## src/rtl/cpu_pkg.sv

```systemverilog
// Shared CPU definitions: opcode map, fetch FSM states and default widths.
// Used by fetch_control, program_rom and the datapath.
package cpu_pkg;

    localparam int ADDR_W_DEFAULT = 8;
    localparam int DATA_W_DEFAULT = 8;

    localparam logic [3:0] OP_NOP   = 4'h0;
    localparam logic [3:0] OP_ADD   = 4'h1;
    localparam logic [3:0] OP_SUB   = 4'h2;
    localparam logic [3:0] OP_AND   = 4'h3;
    localparam logic [3:0] OP_OR    = 4'h4;
    localparam logic [3:0] OP_NOT   = 4'h5;
    localparam logic [3:0] OP_XOR   = 4'h6;
    localparam logic [3:0] OP_NAND  = 4'h7;
    localparam logic [3:0] OP_NOR   = 4'h8;
    localparam logic [3:0] OP_LOAD  = 4'h9;
    localparam logic [3:0] OP_STORE = 4'hA;
    localparam logic [3:0] OP_LAST_LEGAL = OP_STORE;

    typedef enum logic [1:0] {
        ST_FETCH   = 2'd0,
        ST_CAPTURE = 2'd1,
        ST_EXEC    = 2'd2,
        ST_HALT    = 2'd3
    } fetch_state_t;

    function automatic logic isLegalOp(input logic [3:0] op);
        return op <= OP_LAST_LEGAL;
    endfunction

endpackage

```

## src/rtl/fetch_control_if.sv

```systemverilog
// ROM bus and datapath handshake between fetch_control (master) and its
// ROM / datapath neighbours (slave).
interface fetch_control_if
    import cpu_pkg::*;
#(
    parameter int ADDR_W = ADDR_W_DEFAULT,
    parameter int DATA_W = DATA_W_DEFAULT
);
    logic [ADDR_W-1:0] addr_p;
    logic [DATA_W-1:0] out_prom;
    logic [3:0]        op;
    logic [3:0]        arg;
    logic              exec_valid;
    logic              exec_done;

    modport master (
        output addr_p, op, arg, exec_valid,
        input  out_prom, exec_done
    );

    modport slave (
        input  addr_p, op, arg, exec_valid,
        output out_prom, exec_done
    );
endinterface

```

## src/rtl/fetch_control_program_counter.sv

```systemverilog
// Program counter: synchronous reset to PC_RESET, increments by one when
// enabled and wraps naturally at 2^ADDR_W.
module program_counter #(
    parameter int              ADDR_W   = 8,
    parameter logic [ADDR_W-1:0] PC_RESET = '0
) (
    input  logic              clk,
    input  logic              rst,
    input  logic              inc_i,
    output logic [ADDR_W-1:0] pc_o
);

    logic [ADDR_W-1:0] pc_q;
    logic [ADDR_W-1:0] pc_d;

    always_comb begin
        pc_d = pc_q;
        if (inc_i) begin
            pc_d = pc_q + 1'b1;
        end
    end

    always_ff @(posedge clk) begin
        if (rst) begin
            pc_q <= PC_RESET;
        end else begin
            pc_q <= pc_d;
        end
    end

    assign pc_o = pc_q;

endmodule

```

## src/rtl/fetch_control.sv

```systemverilog
// Instruction fetch/sequencing FSM in front of program_rom. Optional feature:
// define HALT_ON_ILLEGAL_EN to stop in HALT on opcodes 0xB-0xF.
module fetch_control
    import cpu_pkg::*;
#(
    parameter int                ADDR_W   = ADDR_W_DEFAULT,
    parameter int                DATA_W   = DATA_W_DEFAULT,
    parameter logic [ADDR_W-1:0] PC_RESET = '0
) (
    input  logic                 clk,
    input  logic                 rst,
    input  logic                 run,
    fetch_control_if.master      bus,
    output logic [ADDR_W-1:0]    pc,
    output logic                 halted
);

    fetch_state_t      state_q;
    logic [DATA_W-1:0] ir_q;
    logic              execValid_q;
    logic              pcInc;

    // The ROM word belonging to pc arrives during CAPTURE, so pc advances there.
    assign pcInc = (state_q == ST_CAPTURE);

    program_counter #(
        .ADDR_W   (ADDR_W),
        .PC_RESET (PC_RESET)
    ) u_pc (
        .clk   (clk),
        .rst   (rst),
        .inc_i (pcInc),
        .pc_o  (pc)
    );

`ifdef HALT_ON_ILLEGAL_EN
    logic halted_q;
`endif

    always_ff @(posedge clk) begin
        if (rst) begin
            state_q     <= ST_FETCH;
            ir_q        <= '0;
            execValid_q <= 1'b0;
`ifdef HALT_ON_ILLEGAL_EN
            halted_q    <= 1'b0;
`endif
        end else begin
            case (state_q)
                ST_FETCH: begin
                    if (run) begin
                        state_q <= ST_CAPTURE;
                    end
                end
                ST_CAPTURE: begin
                    ir_q <= bus.out_prom;
                    if (bus.out_prom[3:0] == OP_NOP) begin
                        state_q <= ST_FETCH;
                    end else if (isLegalOp(bus.out_prom[3:0])) begin
                        state_q     <= ST_EXEC;
                        execValid_q <= 1'b1;
                    end else begin
`ifdef HALT_ON_ILLEGAL_EN
                        state_q  <= ST_HALT;
                        halted_q <= 1'b1;
`else
                        state_q <= ST_FETCH;
`endif
                    end
                end
                ST_EXEC: begin
                    if (bus.exec_done) begin
                        state_q     <= ST_FETCH;
                        execValid_q <= 1'b0;
                    end
                end
                ST_HALT: begin
                    state_q <= ST_HALT;
                end
                default: begin
                    state_q <= ST_FETCH;
                end
            endcase
        end
    end

    assign bus.addr_p     = pc;
    assign bus.op         = ir_q[3:0];
    assign bus.arg        = ir_q[7:4];
    assign bus.exec_valid = execValid_q;

`ifdef HALT_ON_ILLEGAL_EN
    assign halted = halted_q;
`else
    assign halted = 1'b0;
`endif

endmodule
```

## src/flat_wrapper.sv

```systemverilog
// flat-port wrapper written by rule: the top's interface ports become plain ports
module fetch_control_flat import cpu_pkg::*;
#(
    parameter int                ADDR_W   = ADDR_W_DEFAULT,
    parameter int                DATA_W   = DATA_W_DEFAULT,
    parameter logic [ADDR_W-1:0] PC_RESET = '0
)
  (clk, rst, run, pc, halted, bus_addr_p, bus_op, bus_arg, bus_exec_valid, bus_out_prom, bus_exec_done);
  fetch_control_if #(.ADDR_W(ADDR_W), .DATA_W(DATA_W)) bus_i ();
  input  logic clk;
  input  logic rst;
  input  logic run;
  output logic [ADDR_W-1:0] pc;
  output logic halted;
  output wire logic [$bits(bus_i.addr_p)-1:0] bus_addr_p;
  output wire logic [$bits(bus_i.op)-1:0] bus_op;
  output wire logic [$bits(bus_i.arg)-1:0] bus_arg;
  output wire logic [$bits(bus_i.exec_valid)-1:0] bus_exec_valid;
  input wire logic [$bits(bus_i.out_prom)-1:0] bus_out_prom;
  input wire logic [$bits(bus_i.exec_done)-1:0] bus_exec_done;
  assign bus_addr_p = bus_i.addr_p;
  assign bus_op = bus_i.op;
  assign bus_arg = bus_i.arg;
  assign bus_exec_valid = bus_i.exec_valid;
  assign bus_i.out_prom = bus_out_prom;
  assign bus_i.exec_done = bus_exec_done;
  fetch_control #(.ADDR_W(ADDR_W), .DATA_W(DATA_W), .PC_RESET(PC_RESET)) u_core (.clk(clk), .rst(rst), .run(run), .bus(bus_i), .pc(pc), .halted(halted));
endmodule
```

## config.mk

```make
export PLATFORM = sky130hd
export DESIGN_NAME = fetch_control_flat
export DESIGN_NICKNAME = d
export VERILOG_FILES = /design/src/rtl/cpu_pkg.sv /design/src/rtl/fetch_control_if.sv /design/src/rtl/fetch_control_program_counter.sv /design/src/rtl/fetch_control.sv /design/src/flat_wrapper.sv
export SDC_FILE = /design/constraint.sdc
export NUM_CORES = 1
export LEC_CHECK = 0
export CORE_ASPECT_RATIO = 1.25
export CORE_UTILIZATION = 30
export DETAILED_ROUTE_END_ITERATION = 10
export SLEW_MARGIN = 20
export SYNTH_ARGS = -nofsm -noshare
export SYNTH_HDL_FRONTEND = slang
export SYNTH_SLANG_ARGS = --single-unit
export TNS_END_PERCENT = 5
```

## constraint.sdc

```tcl
create_clock -name clk -period 2.8 [get_ports clk]
set_clock_uncertainty 0.2 [all_clocks]
set_input_delay 0.56 -clock clk [delete_from_list [all_inputs] [get_ports clk]]
set_output_delay 0.56 -clock clk [all_outputs]
set_load 0.01 [all_outputs]
```

==> run summary, run 1 <==
Sequential share of power = 49.8%
CP delay by family, top = buffers and inverters
Sequential-to-total area share from yosys stat = 42.3%
Clock Tree Buf Depth = 2
Die Width = 50.9 um
Most frequent cell after synthesis = dfxtp_1
All-Layer GR Usage = 12.6%
Yosys cell types = 26
Crit path cell chain = clkdlybuf4s50_1
Vias in the first global route = 712
Total design power = 631 uW
Primary FF master, synth = dfxtp_1
#FFs+latches synth = 19
Nets@finish = 144
Drt initial violations = 8
Synth area leader = dfxtp_1
Sw Ratio = 29.6%
Final Hold Viols = 0
Site row count = 21
RSZ-0062 raised after global routing = false
Clock sinks = 19
PD cells = 503 nW/um2
Min Tclk post-route = 2.12 ns
Levels on crit path = 1
DR WL met2 = 1.05 mm
Initial antenna violation count = 0
Syn_nets = 114
First-pass GRT wire length = 3.15 mm
Die Area = 3220 um2
Period utilisation layout = 75.7%
Post-DP HPWL = 1.55 mm
Mean Syn Cell Area = 9.26 um2
Multi-input logic area = 412 um2
Postcts setup bufs = 0
Critical Path Sink Type = primary output
Crit-path max cell delay = 0.59 ns
Uppermost layer routed = met4
Hold endpoint = u_core.ir_q[5]
Wire per inst = 12.1 um
Yosys top cell area share = 42.3%
Worst path slowest cell = clkdlybuf4s50_1
CTS tree = done
Cell leakage power = 0.491 nW
IO Port Bufs = 36
CP required = 2.04 ns
Met3 wire length = 90 um
CP max FO = 6
Die H = 63.2 um
Tightest Hold Check Type = register to register
Cells after DPL = 156
Fmax = 0.472 GHz
Int Pwr = 445 uW
WL final = 1.94 mm
Hold Crit Start = u_core.ir_q[5]
Worst hold slack = 0.312 ns
Max-cap check violation count = 0
Layout area overhead = 39.7%
CP bufs+invs = 1
Layout cells sized above 1 = 5.56%
Hold buffers post-CTS = 0
Setup crit start kind = register
H-tree lvl count = 1
Cts repair resizes = 0
Post-route DRC = 0
Skew-Pair Late Insertion Delay = 0.30 ns
Starting Density = 32.6%
Wl on met1 = 785 um
Root Buffer = clkbuf_4
Psw = 187 uW
Commonest cells in the netlist = dfxtp_1 (19), nor2_1 (15), buf_4 (11)
Fill cells = 290
Remaining Overflow, GRT = 0
IO Pins = 38
R2R Path Start = u_core.state_q[1]
Non-Filler Instances = 160
Gpl congestion = 0.775
Vias per cell = 4.74
Post-DRT Antenna Nets = 0
Pre-Repair DR Iteration Count = 3
Reg2reg setup slack = 0.99 ns
Cell area after synthesis = 898 um2
ANT cells = 0
Largest net degree at the start of global routing = 13
Number of flops mapped to enable cells by yosys = 0
Synth warn = 0
Outcome = finished, final reports clean
Worst setup path class = register to primary output
R2R cell count = 7
Worst-path clk slew = 0.12 ns
Worst hold stages = 2
Routed vias = 759
FFs w/ async S/R, synth = 0%
Clock share of power = 23.0%
Top cells by area, synth = dfxtp_1 (42%), mux2i_1 (10%), buf_4 (9.2%), ha_1 (7.0%), nor2_1 (6.3%)
Peak supply drop = 0.000254 V
Crit path DAT = 1.36 ns
Core box area = 2760 um2
Finish-stage setup viols = 0
Max-slew violation count = 0
Seq. cell area = 380 um2
Cells after Synth = 97
Part of the power in combinational logic = 27.2%
Setup tns final = 0 ns
Total CTS buffers = 3
Reg2reg end = u_core.bus.exec_valid
through the flow:
step	cell area (um2)	util, %	setup WS (ns)
2_1_floorplan	898	-	1.29
3_3_place_gp	1220	44.4	0.746
3_5_place_dp	1220	44.4	0.726
4_1_cts	1250	45.5	0.673
5_1_grt	1250	45.5	0.637
6_report	1250	45.5	0.681
layer usage:
layer / track usage, % / vias to the layer above
met5: 0 / -
met4: 4.51 / 0
met3: 2.42 / 2
met2: 22.7 / 19
met1: 14.2 / 366
li1: - / 372
worst max path at each step:
stage                                   start                     to  slack [ns]
after detailed placement      bus_out_prom[0]      u_core.state_q[1]        0.73
after floorplan               bus_out_prom[0]  u_core.bus.exec_valid        1.29
after CTS                 u_core.u_pc.pc_o[2]                  pc[2]        0.67
final                     u_core.u_pc.pc_o[2]          bus_addr_p[2]        0.68
after global placement        bus_out_prom[0]  u_core.bus.exec_valid        0.75
after global routing      u_core.u_pc.pc_o[3]                  pc[3]        0.64
flip-flops by register name (all words and copies together), names as in the netlist:
name and cells:
u_core.bus.exec_valid 1, u_core.u_pc.pc_o 8, u_core.state_q 2, u_core.ir_q 8
cell families after synthesis:
group	synth area share, %
AOI/OAI and AO/OA	9.19
xor gates and xnor gates	4.87
adders and majority gates	6.96
buffers and inverters	11.8
DFF	42.3
muxes	10.0
other	0.417
and+or+nand+nor	14.3
final cells by class:
| cell class | instances | share of cell area (%) |
|---|---|---|
| clock buffers | 3 | 1.79 |
| flip-flops and latches | 19 | 30.3 |
| repair buffers | 38 | 29.9 |
| multi-input cells | 61 | 32.8 |
| well taps | 34 | 3.39 |
| clock inverters | 1 | 0.598 |
| inverters | 4 | 1.20 |
power by group through the flow:
stage               sequential, mW  clock [mW]  combinational, mW
floorplan                    0.326           0             0.0940
global placement             0.320           0              0.170
detailed placement           0.321           0              0.173
CTS                          0.315       0.152              0.174
global route                 0.318       0.161              0.186
finish                       0.315       0.145              0.172
placed cells by master (no fill, tap or decap), types with 2 or more instances in the layout:
cell and count:
dfxtp_1 19, inv_1 4, buf_4 2, mux2i_1 9, o21ai_0 4, nand2_1 3
clkdlybuf4s50_1 36, nor2_1 15, nand4_1 2, xor2_1 4, clkbuf_4 3, or3_1 2
a21oi_1 5, ha_1 5
No activity file was read; power rests on OpenSTA's default activity.
==> inputs of run 2 (changes only) <==
- clock period: 2.8 -> 1.99 ns (I/O delays scaled with it)
==> run 2 against run 1 <==
- hold slack lost 0.00075 ns
- clock power grew 43%
- die area is the same
- cell count grew 1.3%
- critical path depth is the same
- largest cell class unchanged
- core utilization grew 0.63 points
- register-to-register slack lost 0.65 ns
- total power grew 42%
- sequential cell count is the same
- global-route usage grew 0.15 points
- via count shrank 2.8%
- critical path type unchanged
- routed wire length shrank 4.6%
==> run summary, run 2 (same netlist as run 1, synthesis figures left out) <==
All-Layer GR Usage = 12.7% (+0.15 points)
Postcts setup bufs = 0 (unchanged)
Gpl congestion = 0.803 (+3.6%)
Post-route DRC = 0 (unchanged)
Final Hold Viols = 0 (unchanged)
Vias per cell = 4.56 (-4.0%)
Most common cell after layout, fill and taps aside = clkdlybuf4s50_1
Layout cells sized above 1 = 8.59% (+3.0 points)
CTS tree = done
IO Pins = 38 (unchanged)
CP bufs+invs = 1 (unchanged)
First-pass GRT wire length = 3.11 mm (-1.1%)
Drt initial violations = 7 (-1)
Core box area = 2760 um2 (unchanged)
Layout area overhead = 41.6%
Root Buffer = clkbuf_4
H-tree lvl count = 1 (unchanged)
Die Width = 50.9 um (unchanged)
Crit path cell chain = clkdlybuf4s50_1
Tightest Hold Check Type = register to register
ANT cells = 0 (unchanged)
Min Tclk post-route = 1.91 ns
CP max FO = 5 (-1)
Total design power = 896 uW (+42%)
PD cells = 704 nW/um2 (+40%)
Crit-path max cell delay = 0.57 ns (-0.02 ns)
Outcome = finished, final reports clean
RSZ-0062 raised after global routing = false
Pre-Repair DR Iteration Count = 4 (+1)
Clock sinks = 19 (unchanged)
Routed vias = 738 (-2.8%)
Fmax = 0.523 GHz
Nets@finish = 146 (+1.4%)
Worst-path clk slew = 0.12 ns (about the same)
Setup ws final = 0.0768 ns (-0.604 ns)
Max-cap check violation count = 0 (unchanged)
Worst path slowest cell = clkdlybuf4s50_1
Period utilisation layout = 96.1%
Setup tns final = 0 ns (unchanged)
Pre-CTS setup slack = 0.104 ns (-0.621 ns)
Post-DRT Antenna Nets = 0 (unchanged)
Core Util, Final = 46.1% (+0.63 points)
Commonest non-fill, non-tap cells in the layout = clkdlybuf4s50_1 (36), dfxtp_1 (17), nor2_1 (15)
Initial antenna violation count = 0 (unchanged)
Max-slew violation count = 0 (unchanged)
Setup crit start kind = register
WL final = 1.85 mm (-4.6%)
Remaining Overflow, GRT = 0 (unchanged)
Clock Tree Buf Depth = 2 (unchanged)
Site row count = 21 (unchanged)
Die Area = 3220 um2 (unchanged)
IO Port Bufs = 36 (unchanged)
Critical Path Sink Type = primary output
Vias in the first global route = 741 (+4.1%)
Hold buffers post-CTS = 0 (unchanged)
Starting Density = 32.6% (unchanged)
Cell leakage power = 0.502 nW (+2.2%)
Worst setup path class = register to primary output
Largest net degree at the start of global routing = 13 (unchanged)
Peak supply drop = 0.000382 V (+50%)
Finish-stage setup viols = 0 (unchanged)
CP required = 1.39 ns (-0.65 ns)
Total CTS buffers = 3 (unchanged)
Skew-Pair Late Insertion Delay = 0.30 ns (about the same)
Post-DP HPWL = 1.45 mm (-6.4%)
CP delay by family, top = buffers and inverters
Die H = 63.2 um (unchanged)
Crit path DAT = 1.32 ns (-0.04 ns)
Wire per inst = 11.4 um (-5.8%)
[run 2: changes by cell type in the layout (fill, tap and decap cells not counted), sizes merged]
cell and change:
buf +2
[run 2: final timing paths]
| check | from | to | slack (ns) | depth (start not counted) |
|---|---|---|---|---|
| hold reg to reg | u_core.ir_q[3] | u_core.ir_q[3] | 0.31 | 2 |
| setup reg to reg | u_core.state_q[0] | u_core.state_q[0] | 0.34 | 6 |
| setup / recovery | u_core.u_pc.pc_o[1] | bus_addr_p[1] | 0.08 | 1 |
| hold / removal | u_core.ir_q[3] | u_core.ir_q[3] | 0.31 | 2 |
[run 2: metrics by stage]
step	cells	hold WS, ns	instance area, um2
floorplan	97	0.305	898
global placement	158	0.276	1240
detailed placement	158	0.284	1240
CTS	162	0.319	1270
global route	162	0.352	1270
finish	162	0.311	1270
[run 2: cell type report]
cell class                 count  area [um2]
sequential                    19         383
inverter                       4        15.0
clock buffer                   3        22.5
multi-input combinational     61         412
tap                           34        42.5
clock inverter                 1        7.51
timing repair buffer          40         390
fill                         287        1490
[run 2: where the power goes]
| part | switching, mW | total, mW | internal [mW] |
|---|---|---|---|
| logic | 0.104 | 0.246 | 0.141 |
| registers | 0.0283 | 0.443 | 0.414 |
| clock network | 0.131 | 0.207 | 0.0765 |
[run 2: repair_timing]
| action | CTS | global route |
|---|---|---|
| setup endpoints to repair | 0 | 4 |
| endpoints found under the hold margin | 0 | 0 |
| resized for setup | 0 | 2 |
[run 2: layer usage]
layer / wire, um / track usage (%) / vias up
met1: 761 / 14.0 / 342
met2: 1020 / 22.7 / 19
met4: 10 / 6.25 / 0
met5: 0 / 0 / -
met3: 66 / 2.17 / 2
li1: - / - / 375
==> RTL edit 1, RTL diff (config.mk and constraints of run 2) <==
Put a register stage on the output `pc`, with the module's reset. The value now appears one clock later. The other outputs are not delayed to match.
--- a/src/rtl/fetch_control.sv
+++ b/src/rtl/fetch_control.sv
@@ -16,4 +16,6 @@
 );
 
+    logic [ADDR_W-1:0] pc_c;
+
     fetch_state_t      state_q;
     logic [DATA_W-1:0] ir_q;
@@ -31,5 +33,5 @@
         .rst   (rst),
         .inc_i (pcInc),
-        .pc_o  (pc)
+        .pc_o  (pc_c)
     );
 
@@ -85,5 +87,5 @@
     end
 
-    assign bus.addr_p     = pc;
+    assign bus.addr_p     = pc_c;
     assign bus.op         = ir_q[3:0];
     assign bus.arg        = ir_q[7:4];
@@ -96,3 +98,11 @@
 `endif
 
+    always_ff @(posedge clk) begin
+        if (rst) begin
+            pc <= '0;
+        end else begin
+            pc <= pc_c;
+        end
+    end
+
 endmodule
Formal check against the unedited RTL: not equivalent (a bounded check fails within 4 cycles, from zero or initial values and one cycle with rst high).
==> RTL edit 1 against run 2 <==
Die area increased by 16%. Critical path type unchanged. Worst setup slack improved by 0.0027 ns. Sequential share of layout area grew 5.8 points. Largest cell class is now flip-flops and latches. Clock power rose by 52%. Sequential cell count is 8 higher. Total power increased by 30%. Largest power group unchanged. Via count rose by 17%. Final area increased by 19%. Routed wire length is 12% higher. Synthesized area increased by 17%.
==> RTL edit 1: results (changes against run 2) <==
In the post-synthesis netlist, the biggest area contributors are sky130_fd_sc_hd__dfxtp_1 51%, sky130_fd_sc_hd__mux2i_1 8.6%, sky130_fd_sc_hd__ha_1 5.9%. The number of standard cells in the final layout excluding fillers is 181 (+12%). The first-pass GRT wire length is 3510 um (+13%). The weighted congestion reported at the end of routability-driven placement was 0.731 (-9.0%).

The placed instance area came out at 0.00146 mm2 (+18%). The power dissipated by switching net loads is 0.000307 W (+16%). For hold timing, the worst endpoint is u_core.pc[7]$_SDFF_PP0_. The share of cell area taken by muxes after synthesis is 8.56% (-1.5 points).

The combinational share of power came out at 20.9% (-6.5 points). The detailed route wirelength on metal3 is 122 um (+85%). The post-synthesis net count is 124 (+8.8%). The met1 demand-to-capacity share in global routing is 14.5% (+0.50 points). The share of synthesized area occupied by flip-flops and latches is 51.4% (+9.0 points). The tree is rooted in a sky130_fd_sc_hd__clkbuf_8.

The worst flop-to-flop path startpoint is u_core.state_q[1]$_SDFFE_PP0P_. The half-perimeter wire length after detailed placement came out at 1560 um (+7.3%). The clock latency at the later pin of the worst-skew pair is 0.28 ns (-0.02 ns). The cell-internal power came out at 0.000859 W (+36%). The fraction of power consumed by the clock network is 27.0% (+3.8 points).

The initial detailed-routing violation count came out at 5 (-2). The static leakage power came out at 0.583 nW (+16%). The met2 track demand over resource is 22.3% (-0.41 points).

The synthesized-area fraction occupied by xor and xnor cells came to 4.16% (-0.71 points). The global-route usage over all layers was 13.1% (+0.36 points). The routed length per instance is 11.4 um (about the same). The number of vias per cell came to 4.78 (+5.0%).

The maximum clock frequency came out at 0.523 GHz (+0.14%). The length of routed met2 wiring came out at 1040 um (+2.4%). The clock-pin transition on the worst setup and hold timing paths is 0.09 ns (-0.03 ns).

The setup slack on the worst flop-to-flop path is 0.32 ns (-0.02 ns). Ranked by instance count, the synthesized netlist is headed by 27 x sky130_fd_sc_hd__dfxtp_1, 15 x sky130_fd_sc_hd__nor2_1, 9 x sky130_fd_sc_hd__mux2i_1, 9 x sky130_fd_sc_hd__nor2b_1. The run finished with clean final reports.

The tightest hold margin is 0.302 ns (-0.00897 ns). The met1 wire length came to 846 um (+11%). The mean post-synth cell area is 9.83 um2 (+6.2%).

The net count of the finished layout is 162 (+11%). The number of library cell types mapped by synthesis came to 27 (+3.8%). The capturing point of the worst reg2reg path is u_core.bus.exec_valid$_SDFFE_PP0P_. The fraction of final layout cells sized beyond drive strength 1 came out at 6.25% (-2.3 points). The worst hold path stage count is 1 (-1).
==> RTL edit 1: cell types whose count changed after synthesis <==
cell                             run 2  this run
sky130_fd_sc_hd__buf_1               0         1
sky130_fd_sc_hd__nor2b_1             1         9
sky130_fd_sc_hd__nand3_1             0         2
sky130_fd_sc_hd__xnor2_1             1         2
sky130_fd_sc_hd__dfxtp_1            19        27
sky130_fd_sc_hd__nor3_1              1         2
sky130_fd_sc_hd__nand4_1             2         1
sky130_fd_sc_hd__xor2_1              4         3
sky130_fd_sc_hd__buf_2               1         2
sky130_fd_sc_hd__buf_4              11         2
sky130_fd_sc_hd__and3_1              1         0
==> RTL edit 1: cell type report <==
class / instances / area (um2)
Fill cell: 331 / 1770
Clock inverter: 1 / 7.51
Sequential cell: 27 / 542
Clock buffer: 3 / 41.3
Inverter: 4 / 15.0
Timing Repair Buffer: 39 / 395
Tap cell: 37 / 46.3
Multi-Input combinational cell: 70 / 464
==> RTL edit 2, RTL diff (flow settings as in run 2) <==
Without the edit above. `ADDR_W_DEFAULT`: 8 -> 7.
--- a/src/rtl/cpu_pkg.sv
+++ b/src/rtl/cpu_pkg.sv
@@ -3,5 +3,5 @@
 package cpu_pkg;
 
-    localparam int ADDR_W_DEFAULT = 8;
+    localparam int ADDR_W_DEFAULT = 7;
     localparam int DATA_W_DEFAULT = 8;
 
Interface: changed (resized bus_addr_p and pc); port bits go from 38 to 36. The function was not compared with the original's and may differ.
==> RTL edit 2 against run 2 <==
Final area is 5.6% lower. Total power is 1.4% lower. Worst setup slack better by 0.020 ns. Via count is 3.5% lower. Largest power group unchanged. Synthesized area is 7.8% lower. Sequential cell count is 1 lower. Routed wire length is 8.6% lower. Combinational power is 2% lower.
==> RTL edit 2: results (changes against run 2) <==
The maximum VDD drop is 0.527 mV (+38%). The post-synthesis net count is 107 (-6.1%). The worst hold path belongs to the class reg2reg.

The share of synthesized area occupied by flip-flops and latches came out at 43.5% (+1.2 points). The worst register-to-register path begins at u_core.state_q[1]$_SDFFE_PP0P_. The number of library cell types mapped by synthesis came out at 25 (-3.8%). The number of vias in the routed layout came out at 712 (-3.5%). The global-route usage over all layers came to 13.0% (+0.27 points). Counting instances in the post-synthesis netlist gives the leading cell types as 18 x sky130_fd_sc_hd__dfxtp_1, 14 x sky130_fd_sc_hd__nor2_1, 9 x sky130_fd_sc_hd__mux2i_1, 8 x sky130_fd_sc_hd__buf_4. The number of clock sinks seen by CTS came out at 18 (-1). The fraction of final layout cells sized beyond drive strength 1 came to 5.04% (-3.6 points). The synthesized-area fraction occupied by xor and xnor cells came out at 4.23% (-0.65 points). The post-synthesis share of cell area spent on full adders, half adders and majority gates is 7.55% (+0.59 points). The number of global-route vias before repair is 704 (-5.0%). The worst path arrival time came out at 1.30 ns (-0.02 ns). The first-pass GRT wire length is 2930 um (-5.8%).

The share of cell area taken by muxes after synthesis came out at 10.9% (+0.85 points). The number of H-tree branching levels came out at 1 (unchanged). The static leakage power is 0.463 nW (-7.7%). For this run, the leading register cell type out of synthesis is sky130_fd_sc_hd__dfxtp_1. The net count of the finished layout is 137 (-6.2%). The flow ran to the end, and the final reports show no timing, DRC or antenna violations. The filler cell count in the final layout came to 253 (-12%). The clock-pin transition on the worst setup and hold timing paths came out at 0.10 ns (-0.02 ns). The maximum number of pins on one net before global-route repair is 15 (+2).

The placed instance area is 0.00116 mm2 (-6.1%). Ranked by total cell area, the synthesized netlist is headed by sky130_fd_sc_hd__dfxtp_1 44%, sky130_fd_sc_hd__mux2i_1 11%, sky130_fd_sc_hd__ha_1 7.6%. The port buffer count was 34 (-5.6%).

The routed length per instance is 11.1 um (-2.6%). In this run the worst setup path begins at u_core.u_pc.pc_o[0]$_SDFFE_PP0N_. The worst reg2reg path depth was 5 (-1). The weighted congestion reported at the end of routability-driven placement came out at 0.819 (+2.0%). The startpoint of the tightest hold check path is u_core.ir_q[5]$_SDFFE_PP0N_. The half-perimeter wire length after detailed placement came out at 1330 um (-8.3%). The complex-gate fraction of the synthesized area came out at 9.97% (+0.78 points).
-- RTL edit 2: cell types whose count changed in the layout (fill, tap and decap cells not counted), moves of 2 or more --
cell / change
sky130_fd_sc_hd__o21ai_0: -3
sky130_fd_sc_hd__o21ai_1: +3
sky130_fd_sc_hd__buf_4: -3
sky130_fd_sc_hd__dfxtp_2: -2
sky130_fd_sc_hd__clkdlybuf4s50_1: -2
-- RTL edit 2: routing by layer --
metal  up-vias  global-route usage [%]  wire length (um)
met2        24                    24.0               846
met3         2                    1.00                55
met5         -                       0                 0
met1       335                    14.1               763
met4         0                    10.1                27
li1        351                       -                 -
-- RTL edit 2: path summary, 6_finish.rpt --
path | endpoint | slack (ns)
max | pc[0] | 0.1
max reg2reg | u_core.u_pc.pc_o[6]$_SDFFE_PP0N_ | 0.22
min reg2reg | u_core.ir_q[5]$_SDFFE_PP0N_ | 0.31
min | u_core.ir_q[5]$_SDFFE_PP0N_ | 0.31
-- RTL edit 2: per-stage QoR --
step                instances  power, W  hold slack [ns]  util, %  setup slack [ns]
detailed placement        148  0.000672            0.284     46.1            0.0844
global placement          148  0.000667            0.276     46.1             0.114
finish                    152  0.000883            0.307     47.5            0.0969
floorplan                  90  0.000561            0.305        -             0.484
CTS                       152  0.000897            0.310     47.5            0.0725
global route              152  0.000936            0.349     47.5            0.0257
-- RTL edit 2: report_power, final --
group | internal (W) | leakage [nW] | total, W | switching [W]
combinational | 0.000138 | 0.295 | 0.000241 | 0.000103
sequential | 0.000393 | 0.147 | 0.000420 | 0.0000265
clock | 0.000111 | 0.0210 | 0.000222 | 0.000111
-- RTL edit 2: layout make-up --
type                            count  area share (%)
Multi-Input combinational cell     57            31.7
Inverter                            4            1.25
Tap cell                           33            3.44
Timing Repair Buffer               36            30.6
Sequential cell                    18            30.0
Clock buffer                        4            3.02
-- RTL edit 2: kinds of logic (layout without fill, tap and decap cells) --
family / after synthesis / after routing
other: 1 / 1
adder cells (fa/ha/maj): 5 / 5
multiplexers: 9 / 9
AO/OA/AOI/OAI: 14 / 14
AND/OR/NAND/NOR: 24 / 24
XOR/XNOR: 4 / 4
flip-flops: 18 / 18
buffers and inverters: 15 / 44
